File: config.mk
export PLATFORM = sky130hd
export DESIGN_NAME = lsu_mem_bridge
export DESIGN_NICKNAME = d
export VERILOG_FILES = /design/src/rtl/lsu_mem_bridge.sv
export SDC_FILE = /design/constraint.sdc
export NUM_CORES = 1
export LEC_CHECK = 0
export BUFFER_PORTS_ARGS = -buffer_cell sky130_fd_sc_hd__buf_2
export CORE_MARGIN = 2
export CORE_UTILIZATION = 30
export CTS_CLUSTER_SIZE = 28
export DETAILED_ROUTE_END_ITERATION = 10
export GPL_ROUTABILITY_DRIVEN = 1
export PLACE_DENSITY = 0.53
export SKIP_LAST_GASP = 1
export SYNTH_ARGS = -nofsm -noshare
export SYNTH_HDL_FRONTEND = slang
export SYNTH_SLANG_ARGS = --single-unit
File: constraint.sdc
create_clock -name clk -period 3.1 [get_ports clk]
set_clock_uncertainty 0.2 [all_clocks]
set_input_delay 0.62 -clock clk [delete_from_list [all_inputs] [get_ports clk]]
set_output_delay 0.62 -clock clk [all_outputs]
set_load 0.05 [all_outputs]
File: src/rtl/lsu_mem_bridge.sv
// lsu_mem_bridge
// Load/store bridge between the MEM pipeline stage and the data-memory model.
// Takes one load or store at a time, rejects misaligned accesses without
// touching memory, runs the memory command/data handshake and returns a
// single-cycle response. Load data is lane-aligned and sign/zero-extended.
//
// Ports:
//   clk, rst_n                 clock, synchronous active-low reset
//   req_valid/req_ready        pipeline request handshake (ready only in IDLE)
//   req_wen, req_addr,         store flag, byte address,
//   req_size, req_unsigned,    size code (1/2/4/8 bytes), zero-extend loads,
//   req_wdata                  store data (low bytes)
//   resp_valid/resp_rdata/     one-cycle completion pulse, extended load data,
//   resp_err                   misaligned or timed-out flag
//   addr_valid/addr_ready      memory command handshake
//   data_valid/data_ready      read data handshake; data_ready doubles as the
//                              write-data valid for stores
//   Mwout, Maddr, Men, Mlen,   memory command fields
//   MdataIn, MdataOut          read doubleword (aligned), store data
module lsu_mem_bridge #(
  parameter int TIMEOUT = 64,
  parameter int XLEN    = 64
) (
  input  logic            clk,
  input  logic            rst_n,
  input  logic            req_valid,
  output logic            req_ready,
  input  logic            req_wen,
  input  logic [XLEN-1:0] req_addr,
  input  logic [1:0]      req_size,
  input  logic            req_unsigned,
  input  logic [XLEN-1:0] req_wdata,
  output logic            resp_valid,
  output logic [XLEN-1:0] resp_rdata,
  output logic            resp_err,
  output logic            addr_valid,
  input  logic            addr_ready,
  input  logic            data_valid,
  output logic            data_ready,
  output logic            Mwout,
  output logic [XLEN-1:0] Maddr,
  output logic            Men,
  output logic [31:0]     Mlen,
  input  logic [XLEN-1:0] MdataIn,
  output logic [XLEN-1:0] MdataOut
);

  localparam int CNT_W = $clog2(TIMEOUT) + 1;
  localparam logic [CNT_W-1:0] CNT_LAST = CNT_W'(TIMEOUT - 1);

  typedef enum logic [1:0] {
    IDLE,
    CMD,
    WAIT,
    RESP
  } state_t;

  state_t            state_reg, state_next;
  logic              wen_reg;
  logic [XLEN-1:0]   addr_reg;
  logic [1:0]        size_reg;
  logic              uns_reg;
  logic [XLEN-1:0]   wdata_reg;
  logic [CNT_W-1:0]  cnt_reg;
  logic              err_reg;
  logic [XLEN-1:0]   rdata_reg;

  logic              misaligned;
  logic              timed_out;
  logic [XLEN-1:0]   shifted;
  logic [XLEN-1:0]   ext [4];
  logic [XLEN-1:0]   load_data;

  // Natural alignment: the low size bits of the address must be zero.
  always_comb begin
    case (req_size)
      2'd0:    misaligned = 1'b0;
      2'd1:    misaligned = req_addr[0];
      2'd2:    misaligned = |req_addr[1:0];
      default: misaligned = |req_addr[2:0];
    endcase
  end

  assign timed_out = (cnt_reg == CNT_LAST);

  // MdataIn is the whole aligned doubleword; bring the addressed byte lane
  // down to bit 0 before truncating to the access size.
  assign shifted = MdataIn >> {addr_reg[2:0], 3'b000};

  // One extended candidate per access size; the latched size picks one.
  genvar gi;
  for (gi = 0; gi < 4; gi++) begin : g_ext
    localparam int W = 8 << gi;
    if (W < XLEN) begin : g_part
      assign ext[gi] = {{(XLEN - W){~uns_reg & shifted[W-1]}}, shifted[W-1:0]};
    end else begin : g_full
      assign ext[gi] = shifted;
    end
  end

  assign load_data = ext[size_reg];

  always_ff @(posedge clk) begin
    if (!rst_n) begin
      state_reg <= IDLE;
      wen_reg   <= 1'b0;
      addr_reg  <= '0;
      size_reg  <= 2'd0;
      uns_reg   <= 1'b0;
      wdata_reg <= '0;
      cnt_reg   <= '0;
      err_reg   <= 1'b0;
      rdata_reg <= '0;
    end else begin
      state_reg <= state_next;
      case (state_reg)
        IDLE: begin
          if (req_valid) begin
            wen_reg   <= req_wen;
            addr_reg  <= req_addr;
            size_reg  <= req_size;
            uns_reg   <= req_unsigned;
            wdata_reg <= req_wdata;
            err_reg   <= misaligned;
            rdata_reg <= '0;
          end
        end
        CMD: begin
          // Clearing here means every WAIT starts counting from zero.
          cnt_reg <= '0;
        end
        WAIT: begin
          cnt_reg <= cnt_reg + CNT_W'(1);
          // Data arriving on the expiry cycle still wins.
          if (data_valid) begin
            rdata_reg <= load_data;
            err_reg   <= 1'b0;
          end else if (timed_out) begin
            rdata_reg <= '0;
            err_reg   <= 1'b1;
          end
        end
        default: begin
        end
      endcase
    end
  end

  always_comb begin
    state_next = state_reg;
    case (state_reg)
      IDLE: begin
        if (req_valid) state_next = misaligned ? RESP : CMD;
      end
      CMD: begin
        if (addr_ready) state_next = wen_reg ? RESP : WAIT;
      end
      WAIT: begin
        if (data_valid || timed_out) state_next = RESP;
      end
      default: state_next = IDLE;
    endcase
  end

  always_comb begin
    req_ready  = 1'b0;
    resp_valid = 1'b0;
    resp_rdata = '0;
    resp_err   = 1'b0;
    addr_valid = 1'b0;
    data_ready = 1'b0;
    Mwout      = 1'b0;
    Maddr      = '0;
    Men        = 1'b0;
    Mlen       = 32'd0;
    MdataOut   = '0;
    case (state_reg)
      IDLE: req_ready = 1'b1;
      CMD: begin
        addr_valid = 1'b1;
        Men        = 1'b1;
        Mwout      = wen_reg;
        Maddr      = addr_reg;
        Mlen       = 32'd1 << size_reg;
        MdataOut   = wdata_reg;
        // Store write data travels with the command.
        data_ready = wen_reg;
      end
      WAIT: begin
        Men        = 1'b1;
        Maddr      = addr_reg;
        Mlen       = 32'd1 << size_reg;
        data_ready = 1'b1;
      end
      default: begin
        resp_valid = 1'b1;
        resp_rdata = rdata_reg;
        resp_err   = err_reg;
      end
    endcase
  end

endmodule

## Word level (Yosys, flattened, before mapping)

Index checks and enable logic that the tools add are counted.
W data, S select, Z words.

- Register bits after elaboration: 206
- Memories kept: 0
- Bits in latches: 0
- Bits in read-only memories: 0
- Input bits: 201
- RAM bits: 0
- Logic and storage cells: 69

- Equality and inequality tests: 9
- Magnitude comparators: 1
- Multiply operators: 0
- Div/mod/pow operators: 0
- Shifts and indexed selects: 2
- Multiplexer cells: 30
- Bitwise logic cells: 5
- Reduce and logical (&&, ||, !) cells: 12
- Add/subtract/negate cells: 1

Operator list:

| operator | number |
|---|---|
| $mux W64 | 8 |
| $bmux W64 S2 | 1 |
| $pmux W64 S2 | 1 |
| $shr A64 B6 Y64 | 1 |
| $mux W32 | 1 |
| $shl A1 B2 Y32 const A | 1 |
| $pmux W7 S2 | 1 |
| $mux W1 | 10 |
| $mux W2 | 4 |
| $add A7 B1 Y7 const B | 1 |
| $eq A7 B6 Y1 const B | 1 |
| $ne A2 B2 Y1 const B | 3 |
| $pmux W2 S3 | 1 |
| $reduce_and A3 Y1 | 2 |
| $reduce_or A3 Y1 | 2 |
| $eq A2 B1 Y1 const B | 2 |
| $eq A2 B2 Y1 const B | 2 |
| $logic_not A2 Y1 | 2 |
| $pmux W1 S2 | 2 |
| $reduce_bool A2 Y1 | 2 |
| $reduce_or A2 Y1 | 2 |
| $and A1 B1 Y1 | 3 |
| $ge A3 B3 Y1 const B | 1 |
| $ne A3 B3 Y1 const B | 1 |
| other kinds (5) | 5 |

## Logic depth before layout (Yosys ltp)

- Depth in word-level cells: 7
- Mapped depth: 9
- Mapped depth without buffers: 7

## Least setup slack after synthesis

OpenSTA, ideal clock, no wires.

- Kind: register to output
- Start point: reg state_reg[0]
- End point: out Mlen[1]
- Arrival: 2.477 ns
- Path buffers: 1
- Data required time: 2.280 ns
- Slack: -0.197 ns
- Stages on the path, launching flop included: 5
- Cell sequence: dfxtp_1 inv_1 ha_1 clkbuf_1 nor3b_1

- Word-level cells in the longest chain between the ends: 3

Ends and longest elaborated chain:

| element | line | RTL |
|---|---|---|
| start, declared | 58 | `state_t state_reg, state_next;` |
| start signal, assigned | 115 | `state_reg <= state_next;` |
| $eq A2 B1 Y1 / $eq A2 B2 Y1 (equally long branches) | 177 | `case (state_reg)` |
| $reduce_or A2 Y1 (no line) * | n/a |  |
| $mux W32 * | n/a |  |
| end, declared | 43 | `output logic [31:0] Mlen,` |

Every way passes the cells marked *; elsewhere a longest branch is shown, timed or not.

## Worst setup path in the final report

- Start point: reg state_reg[1]
- End point: out data_ready

- Word-level cells in the longest chain between the ends: 2

Ends and longest elaborated chain:

| element | line | RTL |
|---|---|---|
| $eq A2 B2 Y1 / $eq A2 B1 Y1 (equally long branches) | 177 |  |
| $pmux W1 S2 * | 177 |  |
| end, declared | 39 | `output logic data_ready,` |

Marked as above.

==> impl_metrics.yaml <==
run_status:
  outcome: "finished, final reports clean"
drt:
  wirelength_um: 41720
  vias: 10875
  ant_nets: 0
  drc: 0
  drtIter0Drc: 624
  viasPerCell: 4.970
  firstDrtPassIters: 4
  routedWlPerCell_um: 19.07
yosys:
  ys.flop_type: "dfxtp_1"
  ys_ff_latch: 206
  synth_cells: 1361
  syn_area_um2: 10940
  synth_edf_count: 0
  syn_avg_cell_area_um2: 8.037
  yosys.area_share.xor_xnor_pct: 0.3203
  ys_types: 53
  synth_mux_area_share_pct: 10.19
  synth_fa_ha_area_share_pct: 0.5720
  synth_top_family_by_area: "simple AND/OR/NAND/NOR gates"
  synth_compound_area_share_pct: 18.29
  yosys.area_share.simple_pct: 25.97
  yosys_warnings: 0
  synth-seq-area-share_pct: 37.70
  async_reset_ff_share_pct: 0
floorplanning:
  dieArea_um2: 38000
  fp.dieW_um: 194.9
  rows: 69
  coreArea_um2: 35740
  initial_core_util_pct: 30.60
  io_pins: 432
  die_y_um: 194.9
power:
  power_density_nw_per_um2: 742.5
  vdd_drop_max_v: 0.0004930
  p_leak_nw: 6.202
layout:
  post_route_cells_drive_above_1_share_pct: 31.01
  area_growth_pct: 28.75
  finalNetCount: 1910
  final_common_cell: "buf_2"
  mostFrequentLayoutCells: "buf_2 (396), nand2_1 (313), dfxtp_1 (203), and2_1 (196), a21oi_1 (163)"
sta:
  hold_viol: 0
  hold_slack_ns: 0.1222
  maxSlewHeadroom_pct: 51.87
  setup_tns_ns: 0
  period_needed_ns: 2.980
  rsz0062_at_grt: "true"
  fin_crit_sh_pct: 96.12
  tightest_slew_ns: 0.7205
  setup_viol: 0
  report.final.slew_viol_count: 0
  fmax_ghz: 0.3356
clock_tree:
  htree_levels: 1
  cts_setup_buffers: 0
  clockRootBuffer: "clkbuf_16"
  worstSkewPairLatency_ns: 0.53
  clk_path_buf_depth: 3
  clkTransAtPathRegs_ns: 0.06
  cts-hold-fix-buffers: 0
  clock-sinks: 206
  cts_made_buffers: 25
  cts_tree: "built"
critical_path:
  cp.arrival_ns: 2.16
  start_kind: "register"
  rrSetupSlack_ns: 0.40
  worstPathRequired_ns: 2.28
  worst_setup_path_end_kind: "output pin"
  path_class: "reg2out"
  crit_fanout: 67
grt:
  antenna_found_initial: 12
  grt_pass1_vias: 10487
  grtUsageTotal_pct: 20.94
  met2_usage_pct: 35.95
  grt_max_degree: 112
  met3_usage_pct: 6.559
  grt_busiest_layer: "met2"
  overflow: 0
  grt_use_met1_pct: 25.38
  grt_pass1_wl_um: 62560
placement:
  io_buffer_count: 403
  gp_congestion: 0.8795
  post-dp-hpwl_um: 30480
run:
  maxCapViolations: 0
worst_hold_path:
  hold_class: "in2reg"
## metrics by stage
| step | power [mW] | worst slack (ns) | cell area, µm² | util [%] | instances |
|---|---|---|---|---|---|
| 6_report | 10.46 | 0.1203 | 14080 | 39.40 | 2188 |
| 5_1_grt | 11.07 | -0.01001 | 14070 | 39.37 | 2184 |
| 4_1_cts | 10.55 | 0.01742 | 14040 | 39.28 | 2183 |
| 3_5_place_dp | 7.658 | 0.3595 | 13240 | 37.05 | 2138 |
| 3_3_place_gp | 7.618 | 0.4017 | 13240 | 37.05 | 2138 |
| 2_1_floorplan | 6.402 | 0.05322 | 11040 | - | 1388 |
## synthesized netlist by cell type (3+ instances only)
library cell / n / area share (%)
mux2i_1: 45 / 4.1
nor2b_1: 7 / 0.40
dfxtp_1: 206 / 38
nand4_1: 3 / 0.17
or3_1: 3 / 0.17
nand2_1: 314 / 11
inv_1: 11 / 0.38
a221oi_1: 16 / 1.3
and3_1: 3 / 0.17
o2bb2ai_1: 4 / 0.32
a21o_1: 3 / 0.21
mux4_2: 18 / 3.7
buf_4: 34 / 2.3
a22o_1: 32 / 2.6
clkbuf_1: 83 / 2.8
and2_1: 197 / 11
a2111oi_0: 6 / 0.48
mux2_2: 23 / 2.4
o221ai_1: 9 / 0.72
buf_1: 4 / 0.14
buf_2: 17 / 0.78
nor2_1: 39 / 1.3
a211oi_1: 16 / 1.1
o211ai_1: 3 / 0.21
nand2b_1: 11 / 0.63
nand3_1: 9 / 0.41
buf_6: 4 / 0.41
o21ai_0: 36 / 1.6
a211o_1: 8 / 0.64
a2111oi_2: 3 / 0.41
xor2_1: 3 / 0.24
a21oi_1: 163 / 7.5
ha_1: 5 / 0.57
## worst max-delay path, stage by stage, from the launching register on
cell and delay (ns):
dfxtp_1 0.36, inv_1 0.13, ha_2 0.21, buf_12 0.23, and2_1 0.22, nor2_1 0.08, nor2b_1 0.14, clkbuf_4 0.26
## layout make-up
cell class / count / area [µm²]
fill: 3803 / 21660
multi-input combinational: 1028 / 6210
sequential: 206 / 4133
timing repair buffer: 431 / 2323
clock buffer: 35 / 713.2
tap: 461 / 576.8
clock inverter: 10 / 66.31
inverter: 12 / 47.55
antenna: 5 / 12.51
## cells by family after synthesis
group                      Yosys count
AOI/OAI and AO/OA                  310
xor gates and xnor gates             4
adders and majority gates            5
buffers and inverters              154
DFF                                206
muxes                               86
other                                1
and+or+nand+nor                    595
## path summary, 6_finish.rpt
check | endpoint | cells after the start | from
worst max-delay path | data_ready | 7 | state_reg[1]
worst min-delay path | addr_reg[16] | 3 | req_addr[16]
worst max register to register | rdata_reg[53] | 8 | state_reg[0]
worst min register to register | err_reg | 2 | err_reg
## report_power, final
group | switching [mW] | internal, mW | total, mW
Combinational | 3.03 | 1.32 | 4.35
Clock | 1.21 | 1.61 | 2.81
Sequential | 0.251 | 3.04 | 3.29
## repair_timing
action,in CTS,in global routing
pin swaps,0,0
setup endpoints to repair,77,27
resized for setup,2,9
## routing by layer
metal  part of all wire, %  vias up  wire length [µm]
li1                      -     5258                 -
met5                  0.17        -                69
met1                    41     5117             17150
met4                   2.3       10               967
met2                    48      423             19860
met3                   8.8       67              3674
(Power assumes the default switching activity.)
